--- src/rtl/sync_ram_2p.sv ---
// Simple-dual-port synchronous RAM with per-byte write enables, selectable
// read-during-write policy, optional output register and a zero-fill clear engine.
module sync_ram_2p #(
  parameter int ADDR_WIDTH = 4,
  parameter int DATA_WIDTH = 16,
  parameter int RD_MODE    = 0,
  parameter int OUT_REG    = 0
) (
  input  logic                    clock,
  input  logic                    reset,
  input  logic                    clearStart,
  output logic                    busy,
  input  logic                    writeEnable,
  input  logic [ADDR_WIDTH-1:0]   writeAddress,
  input  logic [DATA_WIDTH-1:0]   writeData,
  input  logic [DATA_WIDTH/8-1:0] byteEnable,
  input  logic                    readEnable,
  input  logic [ADDR_WIDTH-1:0]   readAddress,
  output logic [DATA_WIDTH-1:0]   readData,
  output logic                    readValid
);

  localparam int DEPTH = 2 ** ADDR_WIDTH;
  localparam int LANES = DATA_WIDTH / 8;

  typedef enum logic {CLEAR, IDLE} state_t;

  state_t                  state;
  logic [ADDR_WIDTH-1:0]   clearCount;
  logic [DATA_WIDTH-1:0]   mem [DEPTH];
  logic [DATA_WIDTH-1:0]   readWord;
  logic [DATA_WIDTH-1:0]   rdData1;
  logic                    rdValid1;
  logic                    userAccept;
  logic                    writeAccept;
  logic                    readAccept;

  // A clear request in the same cycle as a user access wins; the access is dropped.
  assign userAccept  = (state == IDLE) && !clearStart;
  assign writeAccept = userAccept && writeEnable;
  assign readAccept  = userAccept && readEnable;
  assign busy        = (state == CLEAR);

  // Clear engine: one word per cycle, exactly DEPTH cycles.
  always_ff @(posedge clock or posedge reset) begin
    if (reset) begin
      state      <= CLEAR;
      clearCount <= '0;
    end else begin
      case (state)
        CLEAR: begin
          clearCount <= clearCount + ADDR_WIDTH'(1);
          if (&clearCount) state <= IDLE;
        end
        IDLE: begin
          if (clearStart) begin
            state      <= CLEAR;
            clearCount <= '0;
          end
        end
        default: state <= CLEAR;
      endcase
    end
  end

  // NOTE: the array has no reset branch so it maps onto RAM macros; contents
  // are zeroed by the clear engine instead.
  always_ff @(posedge clock) begin
    if (state == CLEAR) begin
      mem[clearCount] <= '0;
    end else if (writeAccept) begin
      for (int i = 0; i < LANES; i++) begin
        if (byteEnable[i]) mem[writeAddress][8*i +: 8] <= writeData[8*i +: 8];
      end
    end
  end

  // NOTE: readWord takes a full default before any conditional override so
  // no latch is inferred.
  always_comb begin
    readWord = mem[readAddress];
    if (RD_MODE == 1 && writeAccept && (writeAddress == readAddress)) begin
      for (int i = 0; i < LANES; i++) begin
        if (byteEnable[i]) readWord[8*i +: 8] = writeData[8*i +: 8];
      end
    end
  end

  always_ff @(posedge clock or posedge reset) begin
    if (reset) begin
      rdData1  <= '0;
      rdValid1 <= 1'b0;
    end else begin
      rdValid1 <= readAccept;
      if (readAccept) rdData1 <= readWord;
    end
  end

  generate
    if (OUT_REG != 0) begin : g_outReg
      always_ff @(posedge clock or posedge reset) begin
        if (reset) begin
          readData  <= '0;
          readValid <= 1'b0;
        end else begin
          readValid <= rdValid1;
          if (rdValid1) readData <= rdData1;
        end
      end
    end else begin : g_noOutReg
      assign readData  = rdData1;
      assign readValid = rdValid1;
    end
  endgenerate

endmodule

--- config.mk ---
export PLATFORM = sky130hd
export DESIGN_NAME = sync_ram_2p
export DESIGN_NICKNAME = d
export VERILOG_FILES = /design/src/rtl/sync_ram_2p.sv
export SDC_FILE = /design/constraint.sdc
export NUM_CORES = 1
export LEC_CHECK = 0
export CAP_MARGIN = 20
export CORE_AREA = 3 3 147 135
export DETAILED_ROUTE_END_ITERATION = 10
export DIE_AREA = 0 0 150 138
export PLACE_DENSITY_LB_ADDON = 0.2
export SETUP_SLACK_MARGIN = 0.5
export SLEW_MARGIN = 20
export SYNTH_ARGS = -nofsm -noshare
export SYNTH_HDL_FRONTEND = slang
export SYNTH_SLANG_ARGS = --single-unit
--- constraint.sdc ---
create_clock -name clock -period 3.36 [get_ports clock]
set_input_delay 0.336 -clock clock [delete_from_list [all_inputs] [get_ports clock]]
set_output_delay 0.336 -clock clock [all_outputs]
set_load 0.1 [all_outputs]
## Yosys cells after proc, flatten, opt, wreduce, memory -nomap -nowiden

Memory sizes are Yosys's and may differ from the RTL's. A register that Yosys moved wholly into a read port is not among the register bits.
Index checks and enable logic that the tools add are counted.

| word-level totals | value |
|---|---|
| register bits | 6 |
| memory bits (writable) | 256 |
| output and inout bits | 18 |
| memories kept | 1 |

| operators by class | value |
|---|---|
| add/sub/neg operators | 1 |
| eq/ne operators | 1 |
| mux-type cells | 17 |
| bitwise logic cells | 1 |
| reduce and logical (&&, ||, !) cells | 6 |

Memories:

| memory | words | bits a word | read ports | clocked after Yosys merged registers in | wr ports | RTL line | text |
|---|---|---|---|---|---|---|---|
| mem | 16 | 16 | 1 | 1 | 1 | 30 | `logic [DATA_WIDTH-1:0] mem [DEPTH];` |

Operators by type and width:

| kind | number |
|---|---|
| $mux W16 | 1 |
| $reduce_or A16 Y1 | 1 |
| $mux W1 | 11 |
| $mux W4 | 2 |
| $pmux W4 S2 | 1 |
| $add A4 B1 Y4 const B | 1 |
| $reduce_and A4 Y1 | 1 |
| $logic_and A1 B1 Y1 | 3 |
| $mux W2 | 1 |
| $ne A2 B2 Y1 const B | 1 |
| $pmux W1 S2 | 1 |
| $logic_not A1 Y1 | 1 |
| $not A1 Y1 | 1 |

## Longest topological paths before layout

| logic depth | value |
|---|---|
| word-level depth | 8 |
| mapped depth | 7 |

## Worst setup path before layout

OpenSTA, ideal clock, no wires.

| timing | value |
|---|---|
| kind | reg2reg |
| start point | reg state |
| end point | mem mem[10][0] (enable) |
| library setup time | 0.383 ns |
| arrival | 2.304 ns |
| required time | 2.977 ns |
| path slack | 0.672 ns |
| cell stages (with the launch flop) | 6 |
| path buffers | 2 |
| period minus slack after synthesis | 2.688 ns |
| path through | dfrtp_1 > buf_2 > inv_1 > a21oi_1 > clkbuf_1 > nor3_1 |

| between the ends | value |
|---|---|
| word-level cells in the longest chain between the ends | 7 |

Ends and longest elaborated chain:

| element | RTL line | text |
|---|---|---|
| from (decl) | 28 | `state_t state;` |
| from (signal assigned) | 47 | `state <= CLEAR;` |
| from (signal assigned) | 53 | `if (&clearCount) state <= IDLE;` |
| from (signal assigned) | 57 | `state <= CLEAR;` |
| $logic_and A1 B1 Y1 | 39 | `assign userAccept = (state == IDLE) && !clearStart;` |
| $logic_and A1 B1 Y1 | 40 | `assign writeAccept = userAccept && writeEnable;` |
| $mux W1 | 71 | `end else if (writeAccept) begin` |
| $mux W1 | 69 | `if (state == CLEAR) begin` |
| $mux W1 (not written as such) | 73 | `if (byteEnable[i]) mem[writeAddress][8*i +: 8] <= writeData[8*i +: 8];` |
| $reduce_or A16 Y1 (no line) | n/a |  |
| $mux W4 (no line) or $mux W2 (tied branches) | n/a |  |
| to (decl) | 30 |  |

Several ways; a longest one is shown, not always the timed one.

## Worst setup path after layout

| timing | value |
|---|---|
| start point | reg state |
| end point | out busy |

| between the ends | value |
|---|---|
| word-level cells in the longest chain between the ends | 1 |

Ends and longest elaborated chain:

| element | RTL line | text |
|---|---|---|
| $not A1 Y1 | n/a |  |
| to (decl) | 12 | `output logic busy,` |

No other way between the ends.

==> summary.txt <==
Placement
  • Placed cell area: 11960 um^2
  • HPWL Detailed: 15.39 mm
  • Count of input and output buffers: 48
  • Routability Congestion: about 0.81

Synth
  • EDFF count, synth: between 200 and 300
  • Post-synth top cells: 256 x edfxtp_1, 54 x mux2i_1, 44 x mux4_2
  • Syn nets: a little over 600
  • Number of distinct library cells after synthesis: 35
  • Synth Flop Type: edfxtp_1
  • Area share of the largest cell type after synthesis: 69.67%
  • Synth top area cells: edfxtp_1 70%, mux4_2 9.0%, dfrtp_1 5.0%, mux2i_1 4.9%, nor3_1 1.5%
  • Synth Area per Inst: approximately 19 um^2
  • Register area share after synthesis: roughly three quarters
  • Count leader, synth: edfxtp_1
  • Ys async rst share: slightly below 8%
  • Gate Count Post-Synth: roughly 570
  • Syn. warnings: 0
  • Cell area after synthesis: ~11000 um^2
  • Register bit total from synthesis: about 280
  • Biggest area consumer among synthesized cells: edfxtp_1

Floorplan
  • CORE AREA: around 18000 um^2
  • Die X: ~150 um
  • Rows: 47
  • Starting Density: roughly 60%
  • Die height: roughly 140 um
  • Ports: 49
  • Die area: 20700 um^2

Route
  • Via count: around 5900
  • DRT antenna net count: 0
  • First drt pass iteration count: 5
  • DRC Markers: 0
  • Drt via density: roughly 6.3
  • WL per Instance: between 20 and 30 um
  • Iteration-0 DRC Markers: between 600 and 700
  • Routed WL: between 20 and 25 mm

STA
  • Setup violators final: 0
  • RSZ-0062 raised after global routing: no
  • Fmax: roughly 370 MHz
  • Hold Fails Final Rpt: 0
  • Least-Margin Pin Slew: just over 1 ns
  • Worst Skew: between 0.01 and 0.015 ns
  • Final min period: 2.699 ns
  • Final Max Slew Viols: 0
  • Sum Neg Setup Slack: 0 ns
  • Final Cycle Share: around four fifths
  • Relative slew slack: a little over 30%

Global route
  • Vias in the first global route: roughly 5800
  • Congestion Overflow GR: 0
  • GR Layer Usage met1: a little under two fifths
  • Largest net degree at the start of global routing: 38
  • GR Util met2: roughly 36%
  • GR peak layer: met1
  • Met3 Use GR: under 10%
  • Initial antenna violation count: 0
  • Tot GR Track Use: approximately a quarter
  • First-pass GRT wire length: between 30 and 40 mm

Clocking
  • CTS hold repair buffers: 0
  • Post-CTS setup buffers: 0
  • Worst skew pair latency: ~0.53 ns
  • H-tree depth: 1
  • Root Buffer: clkbuf_16
  • # resized after CTS: 0
  • Clk buf depth: 3
  • Worst-path clk slew: approximately 0.070 ns
  • TritonCTS clock tree: yes
  • CTS buffer count: 27
  • Clock Sinks: between 200 and 300

Power
  • NetSw: between 0.003 and 0.004 W
  • Clock group share of total power: between 20% and 30%
  • Internal power: roughly 0.0068 W
  • Comb power frac: a little under a quarter
  • Power Dens Cells: a little under 800 nW/um^2
  • Sw Share: between 30% and 40%
  • Final Total Pwr: between 0.009 and 0.01 W
  • Static Leak: 4.366 nW
  • Sequential power share: 48.1%
  • Worst VDD drop: 0.4313 mV

Worst setup path
  • Critical path arrival: between 2 and 2.5 ns
  • CP Capture Type: output port
  • Critical Path RT: approximately 3 ns
  • CP Class: flop to output port
  • Critical Path Source Type: flop
  • Max FO, Critical Path: 10

Finish
  • Area delta synth->final: 15.91%
  • Fillers: 1175
  • Antenna cells: 0
  • Final Cell Area: between 10000 and 15000 um^2
  • Post-route core utilization: 69.71%
  • Layout Nets: between 600 and 700
  • Layout cells sized above 1: between 10% and 20%

Outcome
  • Status: finished, final reports clean

Flow run
  • Max Cap Viol: 0

Min path
  • Worst Hold Class: input pin to async pin
worst max-delay path: stages (launching register included):
cell             delay, ns
dfrtp_1               0.48
inv_1                 0.20
clkdlybuf4s50_1       1.16
metrics by stage:
step | hold WS, ns | instances | worst slack [ns]
after CTS | 0.2005 | 928 | 0.6577
after global routing | 0.2248 | 928 | 0.5968
after detailed placement | 0.5011 | 879 | 0.5394
after global placement | 0.4923 | 879 | 0.5804
after floorplan | 0.3252 | 574 | 0.6721
final | 0.2099 | 928 | 0.6610
area by class of cell:
cell class                      count  area (um^2)  area share [%]
Inverter                            3        11.26         0.08805
Tap cell                          245        306.5           2.397
Timing Repair Buffer               92        813.3           6.359
Multi-Input combinational cell    261         2589           20.24
Sequential cell                   278         8238           64.41
Clock buffer                       36        739.5           5.782
Clock inverter                     13        92.59          0.7239
final timing paths:
path	from	to	slack, ns	depth (start not counted)
setup / recovery	state	busy	0.66	2
hold / removal	reset	readData[6]	0.21	3
setup reg to reg	state	mem[1][1]	0.89	5
hold reg to reg	readData[9]	readData[9]	0.51	2
max in group asynchronous	reset	readData[0]	2.83	3
min in group clock	readAddress[1]	readData[2]	0.48	4
layer usage:
| metal | vias to the layer above | share of wire [%] |
|---|---|---|
| met4 | 0 | 1.5 |
| met1 | 3029 | 44 |
| met5 | - | 0 |
| met3 | 30 | 7.6 |
| li1 | 2515 | - |
| met2 | 282 | 47 |
logic make-up after synthesis:
family	count (synthesis)	share of synthesized area, %
compound gates	60	3.753
buf+inv	35	1.916
mux	105	15.08
fa+ha+maj	1	0.1134
flops	278	74.66
simple gates	95	4.479
sequential cells by signal, indices dropped and copies added (netlist names):
name	cells
clearCount	4
mem	256
readData	16
readValid	1
state	1
power by group through the flow:
stage,clock network [W],registers [W],logic (W)
after CTS,0.00286,0.00476,0.00232
after detailed placement,0,0.00483,0.00232
after global routing,0.00299,0.00482,0.00243
after floorplan,0,0.00541,0.000935
after global placement,0,0.00480,0.00227
final,0.00282,0.00476,0.00232
cells in the final DEF (no fill, tap or decap), types with 4 or more instances in the layout:
| cell | n |
|---|---|
| nor2_1 | 6 |
| clkinv_2 | 4 |
| nor2b_1 | 12 |
| edfxtp_1 | 256 |
| buf_4 | 45 |
| clkinv_1 | 5 |
| clkbuf_16 | 27 |
| dfrtp_1 | 22 |
| a221oi_1 | 16 |
| o21ai_1 | 10 |
| mux2i_1 | 54 |
| clkbuf_1 | 6 |
| nand2_1 | 24 |
| o211ai_1 | 15 |
| o21ai_0 | 11 |
| nor3_1 | 32 |
| mux4_2 | 44 |
| and2_1 | 17 |
| clkdlybuf4s50_1 | 45 |
Note: power is estimated with default switching activity, not from simulation.
